## src/rtl/pb_err_responder.sv

```systemverilog
// AXI4 subordinate for unpopulated mesh positions: every write and read is
// answered with a fixed error response, and saturating counters tally them.
module pb_err_responder #(
   parameter int unsigned IdWidth   = 4,
   parameter int unsigned DataWidth = 64,
   parameter logic [1:0]  RespCode  = 2'b11,
   parameter logic [63:0] ReadData  = 64'hCA11_AB1E_BADC_AB1E,
   parameter int unsigned CntWidth  = 16
) (
   input  logic                 clk_i,
   input  logic                 rst_ni,
   input  logic                 aw_valid_i,
   output logic                 aw_ready_o,
   input  logic [IdWidth-1:0]   aw_id_i,
   input  logic                 w_valid_i,
   output logic                 w_ready_o,
   input  logic                 w_last_i,
   output logic                 b_valid_o,
   input  logic                 b_ready_i,
   output logic [IdWidth-1:0]   b_id_o,
   output logic [1:0]           b_resp_o,
   input  logic                 ar_valid_i,
   output logic                 ar_ready_o,
   input  logic [IdWidth-1:0]   ar_id_i,
   input  logic [7:0]           ar_len_i,
   output logic                 r_valid_o,
   input  logic                 r_ready_i,
   output logic [IdWidth-1:0]   r_id_o,
   output logic [DataWidth-1:0] r_data_o,
   output logic [1:0]           r_resp_o,
   output logic                 r_last_o,
   output logic [CntWidth-1:0]  wr_cnt_o,
   output logic [CntWidth-1:0]  rd_cnt_o
);

   localparam logic [DataWidth-1:0] RdPattern = DataWidth'(ReadData);

   typedef enum logic [1:0] {WIDLE, WDATA, WRESP} wr_state_e;
   typedef enum logic       {RIDLE, RDATA}        rd_state_e;

   wr_state_e           wr_state, wr_next;
   rd_state_e           rd_state, rd_next;
   logic [IdWidth-1:0]  wr_id, rd_id;
   logic [7:0]          rd_len, rd_beat;
   logic [CntWidth-1:0] wr_cnt, rd_cnt;

   function automatic logic [CntWidth-1:0] sat_inc(input logic [CntWidth-1:0] v);
      return (&v) ? v : v + CntWidth'(1);
   endfunction

   // Write path: all outputs decode from state only, so no input reaches an output.
   always_ff @(posedge clk_i or negedge rst_ni) begin
      if (!rst_ni) wr_state <= WIDLE;
      else         wr_state <= wr_next;
   end

   always_comb begin
      wr_next    = wr_state;
      aw_ready_o = 1'b0;
      w_ready_o  = 1'b0;
      b_valid_o  = 1'b0;
      case (wr_state)
         WIDLE: begin
            aw_ready_o = 1'b1;
            if (aw_valid_i) wr_next = WDATA;
         end
         WDATA: begin
            w_ready_o = 1'b1;
            if (w_valid_i && w_last_i) wr_next = WRESP;
         end
         WRESP: begin
            b_valid_o = 1'b1;
            if (b_ready_i) wr_next = WIDLE;
         end
         default: wr_next = WIDLE;
      endcase
   end

   always_ff @(posedge clk_i or negedge rst_ni) begin
      if (!rst_ni) begin
         wr_id  <= '0;
         wr_cnt <= '0;
      end else begin
         if (aw_valid_i && aw_ready_o) wr_id  <= aw_id_i;
         if (b_valid_o && b_ready_i)   wr_cnt <= sat_inc(wr_cnt);
      end
   end

   // Read path
   always_ff @(posedge clk_i or negedge rst_ni) begin
      if (!rst_ni) rd_state <= RIDLE;
      else         rd_state <= rd_next;
   end

   always_comb begin
      rd_next    = rd_state;
      ar_ready_o = 1'b0;
      r_valid_o  = 1'b0;
      r_last_o   = 1'b0;
      case (rd_state)
         RIDLE: begin
            ar_ready_o = 1'b1;
            if (ar_valid_i) rd_next = RDATA;
         end
         RDATA: begin
            r_valid_o = 1'b1;
            r_last_o  = (rd_beat == rd_len);
            if (r_ready_i && r_last_o) rd_next = RIDLE;
         end
         default: rd_next = RIDLE;
      endcase
   end

   always_ff @(posedge clk_i or negedge rst_ni) begin
      if (!rst_ni) begin
         rd_id   <= '0;
         rd_len  <= '0;
         rd_beat <= '0;
         rd_cnt  <= '0;
      end else begin
         if (ar_valid_i && ar_ready_o) begin
            rd_id   <= ar_id_i;
            rd_len  <= ar_len_i;
            rd_beat <= '0;
         end else if (r_valid_o && r_ready_i) begin
            if (r_last_o) rd_cnt  <= sat_inc(rd_cnt);
            else          rd_beat <= rd_beat + 8'd1;
         end
      end
   end

   assign b_id_o   = wr_id;
   assign b_resp_o = RespCode;
   assign r_id_o   = rd_id;
   assign r_data_o = RdPattern;
   assign r_resp_o = RespCode;
   assign wr_cnt_o = wr_cnt;
   assign rd_cnt_o = rd_cnt;

endmodule

```

## config.mk

```make
export PLATFORM = sky130hd
export DESIGN_NAME = pb_err_responder
export DESIGN_NICKNAME = d
export VERILOG_FILES = /design/src/rtl/pb_err_responder.sv
export SDC_FILE = /design/constraint.sdc
export NUM_CORES = 1
export LEC_CHECK = 0
export BUFFER_PORTS_ARGS = -buffer_cell sky130_fd_sc_hd__buf_2
export CELL_PAD_IN_SITES_DETAIL_PLACEMENT = 1
export CELL_PAD_IN_SITES_GLOBAL_PLACEMENT = 1
export CORE_AREA = 2 2 109 111
export DETAILED_ROUTE_END_ITERATION = 6
export DIE_AREA = 0 0 111 113
export GPL_ROUTABILITY_DRIVEN = 1
export PLACE_DENSITY = 0.74
export RECOVER_POWER = 100
export SLEW_MARGIN = 20
export SYNTH_ARGS = -nofsm -noshare
export SYNTH_HDL_FRONTEND = slang
export SYNTH_SLANG_ARGS = --single-unit
```

## constraint.sdc

```tcl
create_clock -name clk_i -period 1.92 [get_ports clk_i]
set_clock_uncertainty 0.05 [all_clocks]
set_input_delay 0.288 -clock clk_i [delete_from_list [all_inputs] [get_ports clk_i]]
set_output_delay 0.288 -clock clk_i [all_outputs]
set_load 0.02 [all_outputs]
```

Yosys cells after proc, flatten, opt, wreduce, memory -nomap -nowiden
Index checks and enable logic that the tools add are counted.
Storage, ports and cells
  register bits: 59
  bits in latches: 0
  RAM bits: 0
  ROM bits: 0
  bits of input ports: 24
  output and inout bits: 114
  logic and storage cells: 52
  memories kept: 0
Operators by class
  add/subtract/negate cells: 3
  multiply operators: 0
  divide/modulo/power cells: 0
  $lt $le $gt $ge: 0
  equality and inequality tests: 7
  shifts and indexed selects: 0
  multiplexer cells: 16
  bitwise gates (word level): 4
  reductions and logical operators: 14
Operator list (number)
  16-bit by 1-bit adder with 16-bit output, second input constant: 2
  16-bit AND reduction: 2
  8-bit 2-to-1 mux: 3
  8-bit by 1-bit adder with 8-bit output, second input constant: 1
  8-bit == test: 1
  1-bit 2-to-1 mux: 8
  1-bit logical AND: 6
  2-bit 2-to-1 mux: 3
  2-bit inequality test, second input constant: 3
  2-bit one-hot mux with 3 select lines: 1
  1-bit inverter: 4
  2-bit AND reduction: 2
  4-bit AND reduction: 1
  3-bit AND reduction: 1
  2-bit by 1-bit == test with 1-bit output, second input constant: 1
  2-bit == test, second input constant: 1
  2-bit zero test: 1
  2-bit by 1-bit inequality test with 1-bit output, second input constant: 1
  1-bit one-hot mux with 2 select lines: 1
  2-bit nonzero test: 1

Logic depth before layout (Yosys ltp)
  depth after elaboration: 5
  mapped depth: 7
  depth with buffers taken out: 6

Worst setup path after synthesis
OpenSTA, ideal clock, no wires.
  kind: reg2reg
  start: register wr_cnt[0], in the netlist wr_cnt_o[0]
  end: register wr_cnt[15], in the netlist wr_cnt_o[15]
  setup time: 80 ps
  arrival time: 1773 ps
  data required time: 1790 ps
  slack: 18 ps
  stages on the path, launching flop included: 7
  buffers on the path: 0
  period minus slack after synthesis: 1902 ps
  cell sequence: dfrtp_1 -> ha_1 -> nand3_1 -> nor4_1 -> or4_4 -> nor2_1 -> xor2_1
On the way
  longest elaborated chain between the ends: 3
  elaborated cells on any way between the ends: 4
  those cells by class: 1 x add/sub; 1 x bitwise; 2 x reduce/logical
RTL lines
  from (decl): line 45  | logic [CntWidth-1:0] wr_cnt, rd_cnt;
  from (signal assigned): line 85  | if (b_valid_o && b_ready_i) wr_cnt <= sat_inc(wr_cnt);
  parallel branches: the longest is 3 deep, another holds 16-bit by 1-bit adder with 16-bit output
Several ways; the timed one is not identified.
A chain may end at the register's enable or synchronous reset.

Final worst setup path
  start: register rd_beat[3]
  end: output port r_last_o
On the way
  longest elaborated chain between the ends: 2
RTL lines
  from (decl): line 44  | logic [7:0] rd_len, rd_beat;
  from (signal assigned): line 127  | else rd_beat <= rd_beat + 8'd1;
  8-bit == test: line 107  | r_last_o = (rd_beat == rd_len);
  1-bit 2-to-1 mux: line 100  | case (rd_state)
  to (decl): line 31  | output logic r_last_o,
Every way passes these cells.

==> flow_summary.ini <==
[worst_setup_path]
crit_fanout = 5
worstPathRequired_ps = 1580
cp-start-kind = flip-flop
rrSetupSlack_ps = 20
r2r_cells = 9
worstSetupPathType = reg -> out
critPathLaunch = rd_beat[3]
critPathCaptureType = output port
rr_startpoint = rd_beat[3]
critical_path.reg2reg.endpoint = rd_beat[0]
cp.arrival_ps = 1680

[outcome]
status = finished, violations left
failed_checks = negative setup slack

[power_and_ir_drop]
irDropWorstVdd_mv = 0.4558
power.static_leakage_nw = 2.010
power.density_cell_area_nw_per_um2 = 1254
finalPower_mw = 5.175

[cts]
path_clk_slew_ps = 50
cts-root-buf = clkbuf_16
worstSkewPairLatency_ps = 320
numCtsBuffers = 9
cts_tree = yes
htree_num_levels = 3
clock_sink_count = 59
ctsLongestPathBuffers = 2

[synthesis]
post_synth.cell_area_avg_um2 = 10.87
yosys_warn_count = 0
synth_enable_flop_cells = 0
postSynthCellCount = 306
async_flop_share = 1.000
synth_seq_area_share = 0.4439
ys_ff_latch = 59
synth_cell_types = 41
netlist_area_um2 = 3326
dominantRegCellSynth = dfrtp_1

[hold_path]
holdCritPathClass = in -> reg
min_path_cells = 2
hold_start = w_valid_i
min_to = wr_state[0]

[routing]
antenna_left = 0
totalWireLength_um = 7566
detail_route.drc_violations = 0
routedWlPerCell_um = 13.53
drt_first_iter_violations = 56
route.detailed.vias_per_inst = 4.272
drtPass1Iterations = 4
vias = 2388

[final_layout]
nFillCells = 1301
n_diodes = 0
most_common_cell_after_layout_fill_and_taps_aside = conb_1
flow.area_growth_from_synthesis_pct = 24.12
final_nets = 438
layout.cells.most_common_list = 68 x conb_1, 59 x dfrtp_1, 44 x clkbuf_1
fraction_of_layout_instances_using_a_drive_strength_above_1 = 0.2668
layout.cells.non_filler = 559

[die]
die_area_um2 = 12540
die_height_um = 113
pin_count = 138
std_cell_rows = 39
die_w_um = 111
initial_utilization = 0.2950
core_area_um2 = 11270

[sta]
finalCritPeriodShare = 1.053
postLayoutSetupSlackWorst_ps = -102.4
timing_max_transition_violations_final = 0
rsz_0062_raised_after_global_routing = true
final-hold-violation-count = 0
fin_crit_ps = 2022
tightest_slew_ps = 822.5
max_slew_margin = 0.4517
setup_total_negative_slack_ps = -102.4
fmax_mhz = 494.5
number_of_endpoints_failing_setup_at_the_final_stage = 1

[global_routing]
grt_antenna_before_repair = 0
global_route.overflow_total = 0
grt_pass1_wl_um = 12330
grt_usage = 0.1218
pin_count_of_the_biggest_net_entering_global_routing = 60
grt_pass1_vias = 2406

[flow_run]
max_cap_viol_count = 0

[placed_design]
detailedPlace.worstSlack_ps = 52.80
dp_hpwl_um = 5385
gpl.final_weighted_congestion = 0.7772
portBuffers = 69
placed_cells = 532
state kept, by name (all words and copies together) (netlist names):
name      cells
wr_state      2
rd_len        8
rd_state      1
r_id_o        4
rd_cnt_o     16
wr_cnt_o     16
rd_beat       8
b_id_o        4
worst max path at each step:
stage                   endpoint  slack (ps)  cells after the start
global placement     rd_cnt_o[1]          90                      5
floorplan           wr_cnt_o[15]          20                      6
finish                  r_last_o        -100                      6
global route            r_last_o        -170                      6
detailed placement   rd_cnt_o[1]          50                      4
CTS                     r_last_o        -120                      6
power by group:
part	total [mW]	switching (mW)	internal [mW]
Clock	1.74	0.568	1.17
Sequential	1.79	0.250	1.54
Combinational	1.65	0.975	0.672
timing repair:
item | in CTS | in global routing
setup endpoints to repair | 1 | 33
hold buffers | 1 | 0
resized for setup | 8 | 11
pin swaps | 4 | 8
setup buffers | 5 | 5
hold endpoints to repair | 59 | 0
cells in the mapped netlist (all sizes together) (2+ instances only):
master / count / share of area
o21ai: 3 / 0.0045
and4bb: 2 / 0.0087
nand3b: 2 / 0.0045
a41oi: 2 / 0.0053
ha: 3 / 0.011
nor2b: 3 / 0.0056
inv: 8 / 0.0090
buf: 70 / 0.16
nor3: 3 / 0.0045
nor4: 4 / 0.017
nand2: 20 / 0.023
a21oi: 5 / 0.0075
nand4: 16 / 0.035
mux2: 17 / 0.058
nor2: 12 / 0.014
a31oi: 6 / 0.011
a21o: 2 / 0.0045
conb: 2 / 0.0023
dfrtp: 59 / 0.44
nand3: 11 / 0.020
and3: 8 / 0.015
xor2: 15 / 0.040
xnor2: 22 / 0.060
layout make-up:
cell class | count | area (um2) | share of cell area
Multi-Input combinational cell | 234 | 1595 | 0.3865
Inverter | 8 | 30.03 | 0.007275
Sequential cell | 59 | 1476 | 0.3577
Clock buffer | 10 | 239.0 | 0.05790
Timing Repair Buffer | 99 | 519.2 | 0.1258
Clock inverter | 6 | 88.84 | 0.02152
Tap cell | 143 | 178.9 | 0.04335
layer usage:
metal / GRT usage / vias to the layer above / share of wire
met3: 0.03160 / 5 / 0.055
li1: - / 1126 / -
met5: 0 / - / 0
met1: 0.1459 / 1177 / 0.41
met4: 0.04250 / 0 / 0.0086
met2: 0.2131 / 80 / 0.53
through the flow:
stage	hold slack, ps	util	area [um2]
after global placement	269.6	0.3289	3707
after floorplan	-57.59	-	3573
final	121.7	0.3662	4128
after CTS	110.9	0.3654	4119
after global routing	121.7	0.3662	4128
after detailed placement	273.2	0.3289	3707
critical path: stages, from the launching register on:
cell and delay [ps]:
dfrtp_1 440, xor2_1 210, nor4_4 250, buf_4 180
nand2_4 60, nor2_4 100, buf_6 120
logic make-up after synthesis:
group / after synthesis / share of synthesized area
XOR/XNOR: 37 / 0.09970
AND/OR/NAND/NOR: 85 / 0.1550
adder cells (fa/ha/maj): 3 / 0.01129
multiplexers: 18 / 0.06057
other: 2 / 0.002258
flip-flops: 59 / 0.4439
buffers and inverters: 79 / 0.1731
AO/OA/AOI/OAI: 23 / 0.05418
Power figures use the tool's default switching activity.
